[config.mk]
export PLATFORM = sky130hd
export DESIGN_NAME = traffic_light_ctrl_n_flat
export DESIGN_NICKNAME = d
export VERILOG_FILES = /design/src/rtl/tl_pkg.sv /design/src/rtl/traffic_light_ctrl_n_if.sv /design/src/rtl/bcd_down_cnt2.sv /design/src/rtl/traffic_light_ctrl_n.sv /design/src/flat_wrapper.sv
export SDC_FILE = /design/constraint.sdc
export NUM_CORES = 1
export LEC_CHECK = 0
export CAP_MARGIN = 10
export CORE_AREA = 2 2 64 66
export DETAILED_ROUTE_END_ITERATION = 7
export DIE_AREA = 0 0 66 68
export HOLD_SLACK_MARGIN = 0.1
export PLACE_DENSITY = 0.75
export SLEW_MARGIN = 20
export SYNTH_ARGS = -nofsm -noshare
export SYNTH_HDL_FRONTEND = slang
export SYNTH_SLANG_ARGS = --single-unit
[constraint.sdc]
create_clock -name Clk -period 4.9 [get_ports Clk]
set_input_delay 0.735 -clock Clk [delete_from_list [all_inputs] [get_ports Clk]]
set_output_delay 0.735 -clock Clk [all_outputs]
set_load 0.05 [all_outputs]
[src/rtl/tl_pkg.sv]
// Shared definitions for the N-approach traffic light controller.
//   tl_state_e   : controller state (GREEN, ALL_RED, FLASH, POLICE)
//   lamp_onehot  : approach index -> one-hot lamp vector (8 lanes max)
//   bin_to_bcd8  : binary seconds (0..99) -> two BCD digits; only ever
//                  applied to elaboration-time constants (green times)
package tl_pkg;

    typedef enum logic [1:0] {
        GREEN   = 2'd0,
        ALL_RED = 2'd1,
        FLASH   = 2'd2,
        POLICE  = 2'd3
    } tl_state_e;

    localparam int MAX_APP = 8;

    function automatic logic [7:0] lamp_onehot(input logic [2:0] idx);
        return 8'b0000_0001 << idx;
    endfunction

    function automatic logic [7:0] bin_to_bcd8(input logic [6:0] v);
        return {4'(v / 7'd10), 4'(v % 7'd10)};
    endfunction

endpackage

[src/rtl/traffic_light_ctrl_n_if.sv]
// Signal bundle between the intersection controller and its environment.
//   Tick       : one-cycle strobe per second
//   Sensor     : vehicle presence per approach
//   Police_req : police force-green request per approach
//   Police_rel : police release
//   Green      : one-hot green lamps (all zero = all red)
//   Flash      : flasher lamp
//   Phase      : current/next approach index
//   Bcd_tens   : remaining green seconds, tens digit
//   Bcd_units  : remaining green seconds, units digit
// master drives the inputs of the controller, slave is the controller.
interface traffic_light_ctrl_n_if #(
    parameter int N_APP = 2
) ();

    logic             Tick;
    logic [N_APP-1:0] Sensor;
    logic [N_APP-1:0] Police_req;
    logic             Police_rel;
    logic [N_APP-1:0] Green;
    logic             Flash;
    logic [2:0]       Phase;
    logic [3:0]       Bcd_tens;
    logic [3:0]       Bcd_units;

    modport master (
        output Tick, Sensor, Police_req, Police_rel,
        input  Green, Flash, Phase, Bcd_tens, Bcd_units
    );

    modport slave (
        input  Tick, Sensor, Police_req, Police_rel,
        output Green, Flash, Phase, Bcd_tens, Bcd_units
    );

endinterface

[src/rtl/bcd_down_cnt2.sv]
// Two-digit BCD down-counter used as the green-time display/timer.
// Ports:
//   Clk, Rst  : clock, synchronous active-high reset (clears to 00)
//   load      : load load_val (two BCD digits), has priority over dec
//   load_val  : {tens, units} value to load
//   dec       : count down by one; holds at 00
//   tens      : tens digit
//   units     : units digit
//   zero      : high when the counter shows 00
module bcd_down_cnt2 (
    input  logic       Clk,
    input  logic       Rst,
    input  logic       load,
    input  logic [7:0] load_val,
    input  logic       dec,
    output logic [3:0] tens,
    output logic [3:0] units,
    output logic       zero
);

    assign zero = (tens == 4'd0) && (units == 4'd0);

    // Native BCD decrement: a units borrow takes one from tens and
    // reloads units with 9, so no binary-to-BCD conversion is needed.
    always_ff @(posedge Clk) begin
        if (Rst) begin
            tens  <= 4'd0;
            units <= 4'd0;
        end else if (load) begin
            tens  <= load_val[7:4];
            units <= load_val[3:0];
        end else if (dec && !zero) begin
            if (units == 4'd0) begin
                tens  <= tens - 4'd1;
                units <= 4'd9;
            end else begin
                units <= units - 4'd1;
            end
        end
    end

endmodule

[src/rtl/traffic_light_ctrl_n.sv]
// N-approach intersection controller.
// Cycles approaches 0..N_APP-1 through GREEN -> ALL_RED, shows remaining
// green seconds as two BCD digits, falls into a flasher mode after a long
// idle spell and wakes on sustained sensor activity, and supports a police
// override that forces a single approach green.
// Ports:
//   Clk  : system clock, rising edge
//   Rst  : synchronous active-high reset
//   bus  : slave side of traffic_light_ctrl_n_if (Tick, Sensor, Police_req,
//          Police_rel in; Green, Flash, Phase, Bcd_tens, Bcd_units out)
module traffic_light_ctrl_n
    import tl_pkg::*;
#(
    parameter int               N_APP    = 2,
    parameter logic [N_APP*7-1:0] GREEN_T = {7'd30, 7'd90},
    parameter int               ALLRED_T = 5,
    parameter int               IDLE_T   = 125,
    parameter int               WAKE_T   = 5
) (
    input logic Clk,
    input logic Rst,
    traffic_light_ctrl_n_if.slave bus
);

    localparam logic [3:0] ALLRED_LOAD = 4'(ALLRED_T);
    localparam logic [7:0] IDLE_LAST   = 8'(IDLE_T - 1);
    localparam logic [3:0] WAKE_LAST   = 4'(WAKE_T - 1);

    tl_state_e        state_q;
    logic [2:0]       phase_q;
    logic [3:0]       allred_q;
    logic [7:0]       idle_q;
    logic [3:0]       wake_q;
    logic [N_APP-1:0] green_q;
    logic             flash_q;

    logic [3:0] bcd_tens;
    logic [3:0] bcd_units;
    logic       bcd_zero;
    logic       timer_one;

    logic       any_sensor;
    logic       any_req;
    logic [2:0] police_idx;
    logic [2:0] phase_inc;
    logic [7:0] idle_inc;

    logic go_police, go_release, go_flash, go_wake, go_allred, go_green, green_dec;
    logic       cnt_load;
    logic [7:0] cnt_val;

    // Green times converted to BCD once at elaboration; unused lanes read 00.
    logic [7:0] green_bcd [MAX_APP];
    for (genvar gi = 0; gi < MAX_APP; gi++) begin : g_bcd
        if (gi < N_APP) begin : g_used
            assign green_bcd[gi] = bin_to_bcd8(GREEN_T[7*gi +: 7]);
        end else begin : g_unused
            assign green_bcd[gi] = 8'h00;
        end
    end

    assign any_sensor = |bus.Sensor;
    assign any_req    = |bus.Police_req;
    assign timer_one  = (bcd_tens == 4'd0) && (bcd_units == 4'd1);
    assign phase_inc  = (phase_q == 3'(N_APP - 1)) ? 3'd0 : phase_q + 3'd1;
    assign idle_inc   = any_sensor ? 8'd0 : idle_q + 8'd1;

    // Lowest-numbered requesting approach wins the police override.
    always_comb begin
        police_idx = 3'd0;
        for (int i = N_APP - 1; i >= 0; i--) begin
            if (bus.Police_req[i]) police_idx = 3'(i);
        end
    end

    // Transition decisions in priority order: police request, police
    // release, idle/wake, then the second timers. Police events act on any
    // cycle; everything else waits for Tick.
    always_comb begin
        go_police  = 1'b0;
        go_release = 1'b0;
        go_flash   = 1'b0;
        go_wake    = 1'b0;
        go_allred  = 1'b0;
        go_green   = 1'b0;
        green_dec  = 1'b0;
        if (state_q != POLICE && any_req) begin
            go_police = 1'b1;
        end else if (state_q == POLICE) begin
            go_release = !any_req && bus.Police_rel;
        end else if (bus.Tick) begin
            case (state_q)
                GREEN, ALL_RED: begin
                    if (!any_sensor && idle_q == IDLE_LAST) begin
                        go_flash = 1'b1;
                    end else if (state_q == GREEN) begin
                        if (timer_one || bcd_zero) go_allred = 1'b1;
                        else                       green_dec = 1'b1;
                    end else if (allred_q == 4'd1) begin
                        go_green = 1'b1;
                    end
                end
                FLASH:   go_wake = any_sensor && (wake_q == WAKE_LAST);
                default: ;
            endcase
        end
    end

    // The display counter is cleared on every state change except entry to
    // GREEN, where it takes the new approach's green time.
    assign cnt_load = go_police | go_release | go_flash | go_wake | go_allred | go_green;
    assign cnt_val  = go_green ? green_bcd[phase_q] : 8'h00;

    bcd_down_cnt2 u_display (
        .Clk      (Clk),
        .Rst      (Rst),
        .load     (cnt_load),
        .load_val (cnt_val),
        .dec      (green_dec),
        .tens     (bcd_tens),
        .units    (bcd_units),
        .zero     (bcd_zero)
    );

    // Main state machine; lamp outputs are registered alongside the state
    // so they change on the same edge as the state itself.
    always_ff @(posedge Clk) begin
        if (Rst) begin
            state_q  <= ALL_RED;
            phase_q  <= 3'd0;
            allred_q <= ALLRED_LOAD;
            idle_q   <= 8'd0;
            wake_q   <= 4'd0;
            green_q  <= '0;
            flash_q  <= 1'b0;
        end else if (go_police) begin
            state_q <= POLICE;
            phase_q <= police_idx;
            green_q <= N_APP'(lamp_onehot(police_idx));
            flash_q <= 1'b0;
            idle_q  <= 8'd0;
            wake_q  <= 4'd0;
        end else if (go_release) begin
            state_q  <= ALL_RED;
            phase_q  <= phase_inc;
            green_q  <= '0;
            allred_q <= ALLRED_LOAD;
        end else if (go_flash) begin
            state_q <= FLASH;
            green_q <= '0;
            flash_q <= 1'b0;
            idle_q  <= 8'd0;
            wake_q  <= 4'd0;
        end else if (go_wake) begin
            state_q  <= ALL_RED;
            phase_q  <= 3'd0;
            allred_q <= ALLRED_LOAD;
            flash_q  <= 1'b0;
            idle_q   <= 8'd0;
            wake_q   <= 4'd0;
        end else if (go_allred) begin
            state_q  <= ALL_RED;
            phase_q  <= phase_inc;
            green_q  <= '0;
            allred_q <= ALLRED_LOAD;
            idle_q   <= idle_inc;
        end else if (go_green) begin
            state_q <= GREEN;
            green_q <= N_APP'(lamp_onehot(phase_q));
            idle_q  <= idle_inc;
        end else if (bus.Tick) begin
            case (state_q)
                GREEN:   idle_q <= idle_inc;
                ALL_RED: begin
                    idle_q   <= idle_inc;
                    allred_q <= allred_q - 4'd1;
                end
                FLASH: begin
                    flash_q <= ~flash_q;
                    wake_q  <= any_sensor ? wake_q + 4'd1 : 4'd0;
                end
                default: ;
            endcase
        end
    end

    assign bus.Green     = green_q;
    assign bus.Flash     = flash_q;
    assign bus.Phase     = phase_q;
    assign bus.Bcd_tens  = bcd_tens;
    assign bus.Bcd_units = bcd_units;

endmodule

[src/flat_wrapper.sv]
// flat-port wrapper written by rule: the top's interface ports become plain ports
module traffic_light_ctrl_n_flat import tl_pkg::*;
#(
    parameter int               N_APP    = 2,
    parameter logic [N_APP*7-1:0] GREEN_T = {7'd30, 7'd90},
    parameter int               ALLRED_T = 5,
    parameter int               IDLE_T   = 125,
    parameter int               WAKE_T   = 5
)
  (Clk, Rst, bus_Tick, bus_Sensor, bus_Police_req, bus_Police_rel, bus_Green, bus_Flash, bus_Phase, bus_Bcd_tens, bus_Bcd_units);
  traffic_light_ctrl_n_if #(.N_APP(N_APP)) bus_i ();
  input logic Clk;
  input logic Rst;
  input wire logic [$bits(bus_i.Tick)-1:0] bus_Tick;
  input wire logic [$bits(bus_i.Sensor)-1:0] bus_Sensor;
  input wire logic [$bits(bus_i.Police_req)-1:0] bus_Police_req;
  input wire logic [$bits(bus_i.Police_rel)-1:0] bus_Police_rel;
  output wire logic [$bits(bus_i.Green)-1:0] bus_Green;
  output wire logic [$bits(bus_i.Flash)-1:0] bus_Flash;
  output wire logic [$bits(bus_i.Phase)-1:0] bus_Phase;
  output wire logic [$bits(bus_i.Bcd_tens)-1:0] bus_Bcd_tens;
  output wire logic [$bits(bus_i.Bcd_units)-1:0] bus_Bcd_units;
  assign bus_i.Tick = bus_Tick;
  assign bus_i.Sensor = bus_Sensor;
  assign bus_i.Police_req = bus_Police_req;
  assign bus_i.Police_rel = bus_Police_rel;
  assign bus_Green = bus_i.Green;
  assign bus_Flash = bus_i.Flash;
  assign bus_Phase = bus_i.Phase;
  assign bus_Bcd_tens = bus_i.Bcd_tens;
  assign bus_Bcd_units = bus_i.Bcd_units;
  traffic_light_ctrl_n #(.N_APP(N_APP), .GREEN_T(GREEN_T), .ALLRED_T(ALLRED_T), .IDLE_T(IDLE_T), .WAKE_T(WAKE_T)) u_core (.Clk(Clk), .Rst(Rst), .bus(bus_i));
endmodule
==> results.cfg <==
[status]
status = completed

[setup_path]
rr_endpoint = u_core.u_display.units[3]
critPathCaptureType = register
endpoint = u_core.u_display.units[3]
required_ns = 5.06
crit_path_start_kind = input port
cp.arrival_ns = 3.05
worstSetupStartpoint = bus_Tick
rr_startpoint = u_core.idle_q[0]
r2r_cells = 8
worstSetupPathType = in2reg
critPathMaxFanout = 8
r2r_slack_ns = 2.49

[routing]
viasPerCell = 5.78
postRouteAntennaNets = 0
dr.pass1.iters = 4
drtIter0Drc = 98
drt_wl_total_microns = 4450
wl_per_cell_microns = 14.2
vias = 1809
drc = 0

[logic_synthesis]
yosysSeqAreaShare_pct = 32.2
synth_cells = 239
syn-mean-instance-area_sq_um = 8.31
synth-main-ff-cell = dfxtp_1
synth_edf_count = 0
ys_top_cells_by_area = dfxtp_1, ha_1, a21oi_1
ys_ff_latch = 32
syn_area_sq_mm = 0.00199
synth.distinct_cells = 64
yosysWarningCount = 0
async_flop_share_pct = 0
yosysTopAreaCellShare_pct = 32.2
yosysTopAreaCell = dfxtp_1
syn_nets = 257

[die]
initial_utilization_pct = 51.5
die_w_microns = 66
core-area_sq_mm = 0.00386
rows = 23
die_area_sq_mm = 0.00449
die_y_microns = 68
ios = 22

[sta]
period_minus_slack_ns = 2.89
fin_skew_ns = 0.00667
post-route-period-util_pct = 59.0
grt_setup_unrepaired = false
hold_violations = 0
finalSetupViolations = 0
report.final.slew_viol_count = 0
timing.fmax_mhz = 346
worstMarginPinSlew_ns = 0.712
slew-limit-headroom_pct = 52.2
finalSetupTns_ns = 0

[clocking]
path_clk_slew_ns = 0.07
ctsLongestPathBuffers = 2
clockRootBuffer = clkbuf_8
cts_made_buffers = 5
cts-resized-gates = 0
cts.sinks = 32
cts_setup_buffers = 0
h-tree-depth = 2
ctsHoldBuffers = 0
cts_tree = yes
clk_latency_ns = 0.29

[global_routing]
grt_pass1_vias = 1641
grt_start_max_net_pins = 15
grt_antenna_before_repair = 0
grt_pass1_wl_microns = 7470
grtUsageTotal_pct = 21.7
overflow = 0

[layout]
drive_gt1_share_pct = 11.0
layout.nets = 281
fin_util_pct = 60.3
syn_to_final_growth_pct = 16.9
diodes = 0

[power]
power_switching_share_pct = 28.0
p_per_area_mw_per_mm2 = 257
internal_power_uw = 429
clockPowerShare_pct = 37.8
p_leak_nw = 0.842
power_switching_uw = 167
irDropWorstVdd_mv = 0.154
combPwrFrac_pct = 16.1
seqPwrFrac_pct = 46.1

[flow_run]
drv_cap = 0

[place]
io_buffers = 21
post-dp-hpwl_microns = 3270
place_congestion = 0.888

[min_path]
hp-class = reg2reg
## synthesized netlist by cell type, drive strengths merged (2+ instances only)
library cell,count
a21oi,23
nand4b,2
nor2,28
nand3,12
or2,4
nor3b,2
nor4b,3
mux2i,3
a211oi,2
nor3,10
or3,4
nand2,21
and3,3
and2,2
a32oi,2
nand3b,6
o21ai,11
o31ai,2
or4,3
nand4,2
and4,2
a31oi,3
buf,2
nor4,4
inv,14
xor2,2
dfxtp,32
a21o,2
ha,10
o211ai,2
## state kept, by name (all words and copies together), names as in the netlist
signal,cells
u_core.state_q,2
u_core.idle_q,8
u_core.allred_q,4
u_core.bus.Phase,3
u_core.bus.Green,2
u_core.u_display.tens,4
u_core.wake_q,4
u_core.bus.Flash,1
u_core.u_display.units,4
## cell type report
class | instances | area (sq um)
fill | 374 | 1530
multi-input combinational | 189 | 1260
sequential | 32 | 641
timing repair buffer | 21 | 210
clock buffer | 7 | 96.3
tap | 50 | 62.6
inverter | 14 | 52.6
## through the flow
stage          power (mW)  worst slack (ns)  instance area (sq um)  std cells  hold slack, ns
6_report            0.596              2.01                   2320        313           0.476
5_1_grt             0.620              1.82                   2320        313           0.498
4_1_cts             0.598              2.05                   2320        313           0.481
3_5_place_dp        0.376              1.74                   2230        306           0.458
3_3_place_gp        0.376              1.73                   2230        306           0.453
2_1_floorplan       0.349              2.59                   1990        239           0.445
## power groups by stage
stage	Sequential, mW	Clock [mW]	Combinational (mW)
floorplan	0.293	0	0.0556
global placement	0.281	0	0.0945
detailed placement	0.281	0	0.0950
CTS	0.275	0.228	0.0955
global route	0.276	0.239	0.104
finish	0.275	0.225	0.0960
## metal layers
layer,share of wire [%],global-route usage (%),vias to the layer above
met1,49,27.8,836
li1,-,-,925
met2,46,34.7,41
met5,0,0,-
met4,1.3,11.0,0
met3,3.9,4.44,7
## cell usage in the layout (no fill, tap or decap), types with 3 or more instances in the layout
cell and count:
a21oi_1 22, a31oi_1 3, and3_1 3, clkbuf_8 7, clkdlybuf4s50_1 21, dfxtp_1 32
ha_1 10, inv_1 14, mux2i_1 3, nand2_1 20, nand3_1 10, nand3b_1 6
nor2_1 27, nor3_1 10, o21ai_0 11, or2_2 4, or3_1 4
## logic make-up (layout without fill, tap and decap cells)
kind of cell	after synthesis	count (layout)	synth area share, %
and+or+nand+nor	112	112	33.4
DFF	32	32	32.2
AOI/OAI and AO/OA	61	61	21.0
muxes	3	3	1.51
xor gates and xnor gates	3	3	1.32
buffers and inverters	18	42	4.28
adders and majority gates	10	10	6.30
## how the worst min path moves through the flow
stage / from / end / cells after the start
finish: u_core.bus.Green[1] / u_core.bus.Green[1] / 1
global route: u_core.bus.Green[1] / u_core.bus.Green[1] / 1
CTS: u_core.bus.Green[0] / u_core.bus.Green[0] / 2
detailed placement: u_core.bus.Green[1] / u_core.bus.Green[1] / 1
global placement: u_core.bus.Green[1] / u_core.bus.Green[1] / 1
floorplan: u_core.allred_q[1] / u_core.allred_q[1] / 2
## critical path: stages
cell	delay (ns)
clkdlybuf4s50_1	0.65
nor4b_4	0.36
nand2_1	0.21
o31ai_2	0.62
a21oi_2	0.13
nand3b_1	0.26
a311oi_1	0.07
Power figures use the tool's default switching activity.
==> variant, RTL diff (same flow settings) <==
`N_APP` is set to 2 in 3 places; all go to 4.
--- a/src/rtl/traffic_light_ctrl_n_if.sv
+++ b/src/rtl/traffic_light_ctrl_n_if.sv
@@ -10,7 +10,7 @@
 //   Bcd_units  : remaining green seconds, units digit
 // master drives the inputs of the controller, slave is the controller.
 interface traffic_light_ctrl_n_if #(
-    parameter int N_APP = 2
+    parameter int N_APP = 4
 ) ();
 
     logic             Tick;
--- a/src/rtl/traffic_light_ctrl_n.sv
+++ b/src/rtl/traffic_light_ctrl_n.sv
@@ -11,7 +11,7 @@
 module traffic_light_ctrl_n
     import tl_pkg::*;
 #(
-    parameter int               N_APP    = 2,
+    parameter int               N_APP    = 4,
     parameter logic [N_APP*7-1:0] GREEN_T = {7'd30, 7'd90},
     parameter int               ALLRED_T = 5,
     parameter int               IDLE_T   = 125,
--- a/src/flat_wrapper.sv
+++ b/src/flat_wrapper.sv
@@ -1,7 +1,7 @@
 // flat-port wrapper written by rule: the top's interface ports become plain ports
 module traffic_light_ctrl_n_flat import tl_pkg::*;
 #(
-    parameter int               N_APP    = 2,
+    parameter int               N_APP    = 4,
     parameter logic [N_APP*7-1:0] GREEN_T = {7'd30, 7'd90},
     parameter int               ALLRED_T = 5,
     parameter int               IDLE_T   = 125,
Ports: changed (resized bus_Green, bus_Police_req and bus_Sensor); port bits go from 22 to 28. The function was not compared with the original's and may differ.
==> variant against the original RTL <==
- global-route usage increased by 3.2 points
- sequential share of layout area decreased by 1.9 points
- combinational power up 52%
- utilization increased by 8.5 points
- final area is 14% higher
- synthesized area grew 13%
- sequential cell count up 2
- setup slack better by 0.028 ns
- power up 10%
- wire length is 12% higher
- final cell count up 12%
- synthesized cell count is 13% higher
- sequential power is 7.6% higher
- critical endpoint is now u_core.allred_q[3]$_SDFFE_PP0P_
- highest routed layer unchanged
==> variant: results (changes against the original RTL) <==
status:
  outcome: "finished, final reports clean"
synthesis:
  postSynthCellCount: 269  # +13%
  ys_seq_area_share_pct: 30.31  # -1.9 points
  yosys-top-cells-count: "34 x dfxtp_1, 26 x a21oi_1, 25 x nor2_1"
  yosysMostFrequentCell: "dfxtp_1"
  synthMuxAreaShare_pct: 1.337  # -0.17 points
  ys_top_cells_by_area: "dfxtp_1 30%, ha_1 7.8%, a21oi_1 5.8%, o21ai_0 4.2%, nor2_1 4.2%"
  yosysWarnings: 0  # unchanged
  synth_compound_area_share_pct: 22.17  # +1.2 points
  ys_types: 57  # -11%
  synthAdderAreaFrac_pct: 7.799  # +1.5 points
  synth_fp_nets: 295  # +15%
  synth-xor-area-share_pct: 0.3900  # -0.93 points
timing:
  fin_worst_skew_ns: 0.003270  # -0.003399 ns
  slew_headroom_pct: 61.23  # +9.0 points
  worst_slack_ns: 2.038  # +0.02788 ns
  finalHoldWorstSlack_ns: 0.4798  # +0.003753 ns
finish:
  fillers: 332  # -11%
  largest_reg_flops: 8  # unchanged
  fin_cells: 349  # +12%
  num-nets-final: 324  # +15%
  layout-drive-gt1-share_pct: 9.365  # -1.7 points
critical_path:
  worstSetupStartpoint: "bus_Police_req[0]"
  rr_startpoint: "u_core.u_display.units[0]$_SDFFE_PP0P_"
  critPathTopFamily: "simple AND/OR/NAND/NOR gates"
  r2r_setup_slack_ns: 2.64  # +0.15 ns
  cp_slowest_cell: "nor4_4"
  max_stage_delay_ns: 0.56  # -0.09 ns
  cp.arrival_ns: 3.08  # +0.03 ns
  cp_max_fo: 7  # -1
  endpoint: "u_core.allred_q[3]$_SDFFE_PP0P_"
  r2r-end: "u_core.bus.Green[3]$_SDFFE_PP0P_"
  ff2ff_path_depth: 7  # -1
power_and_ir_drop:
  p_comb_share_pct: 22.2  # +6.1 points
  p_seq_share_pct: 45.1  # -1.0 points
  power.share.switching_pct: 30.87  # +2.9 points
  leakage_nw: 0.9464  # +12%
  p_switching_uw: 202.8  # +22%
  ir_drop_mv: 0.1764  # +15%
global_route:
  grt_pass1_wl_um: 8652  # +16%
  grt_pass1_vias: 1938  # +18%
detailed_routing:
  wl_per_cell_um: 14.31  # +0.72%
  via_per_inst: 5.914  # +2.3%
placement:
  dp_hpwl_um: 3823  # +17%
  gp_congestion: 0.9017  # +1.5%
  dp_slack_ns: 1.742  # -0.0004900 ns
  io_buffers: 27  # +29%
  place_area_sq_mm: 0.002559  # +15%
  dp.cells: 341  # +11%
min_path:
  hold_end: "u_core.allred_q[3]$_SDFFE_PP0P_"
  holdCritStartpoint: "u_core.allred_q[3]$_SDFFE_PP0P_"
  hold_depth: 2  # +1
[variant: metal layers]
layer / vias up / track usage, % / wire, um / part of all wire (%)
li1: 1056 / - / - / -
met4: 0 / 9.184 / 98 / 2.0
met2: 34 / 42.30 / 2370 / 47
met5: - / 0 / 0 / 0
met1: 964 / 31.78 / 2363 / 47
met3: 10 / 4.605 / 161 / 3.2
[variant: cell type report]
cell class	instances	area (sq um)	area share [%]
Clock inverter	1	5.005	0.1889
Tap cell	50	62.56	2.361
Inverter	18	67.56	2.550
Sequential cell	34	680.7	25.68
Timing Repair Buffer	27	270.3	10.20
Multi-Input combinational cell	212	1478	55.76
Clock buffer	7	86.33	3.258
[variant: worst min-delay path, delay by kind of cell, from the launching register on]
family | cells | cell delay (ns)
and+or+nand+nor | 1 | 0.06
DFF | 1 | 0.32
AOI/OAI and AO/OA | 1 | 0.06
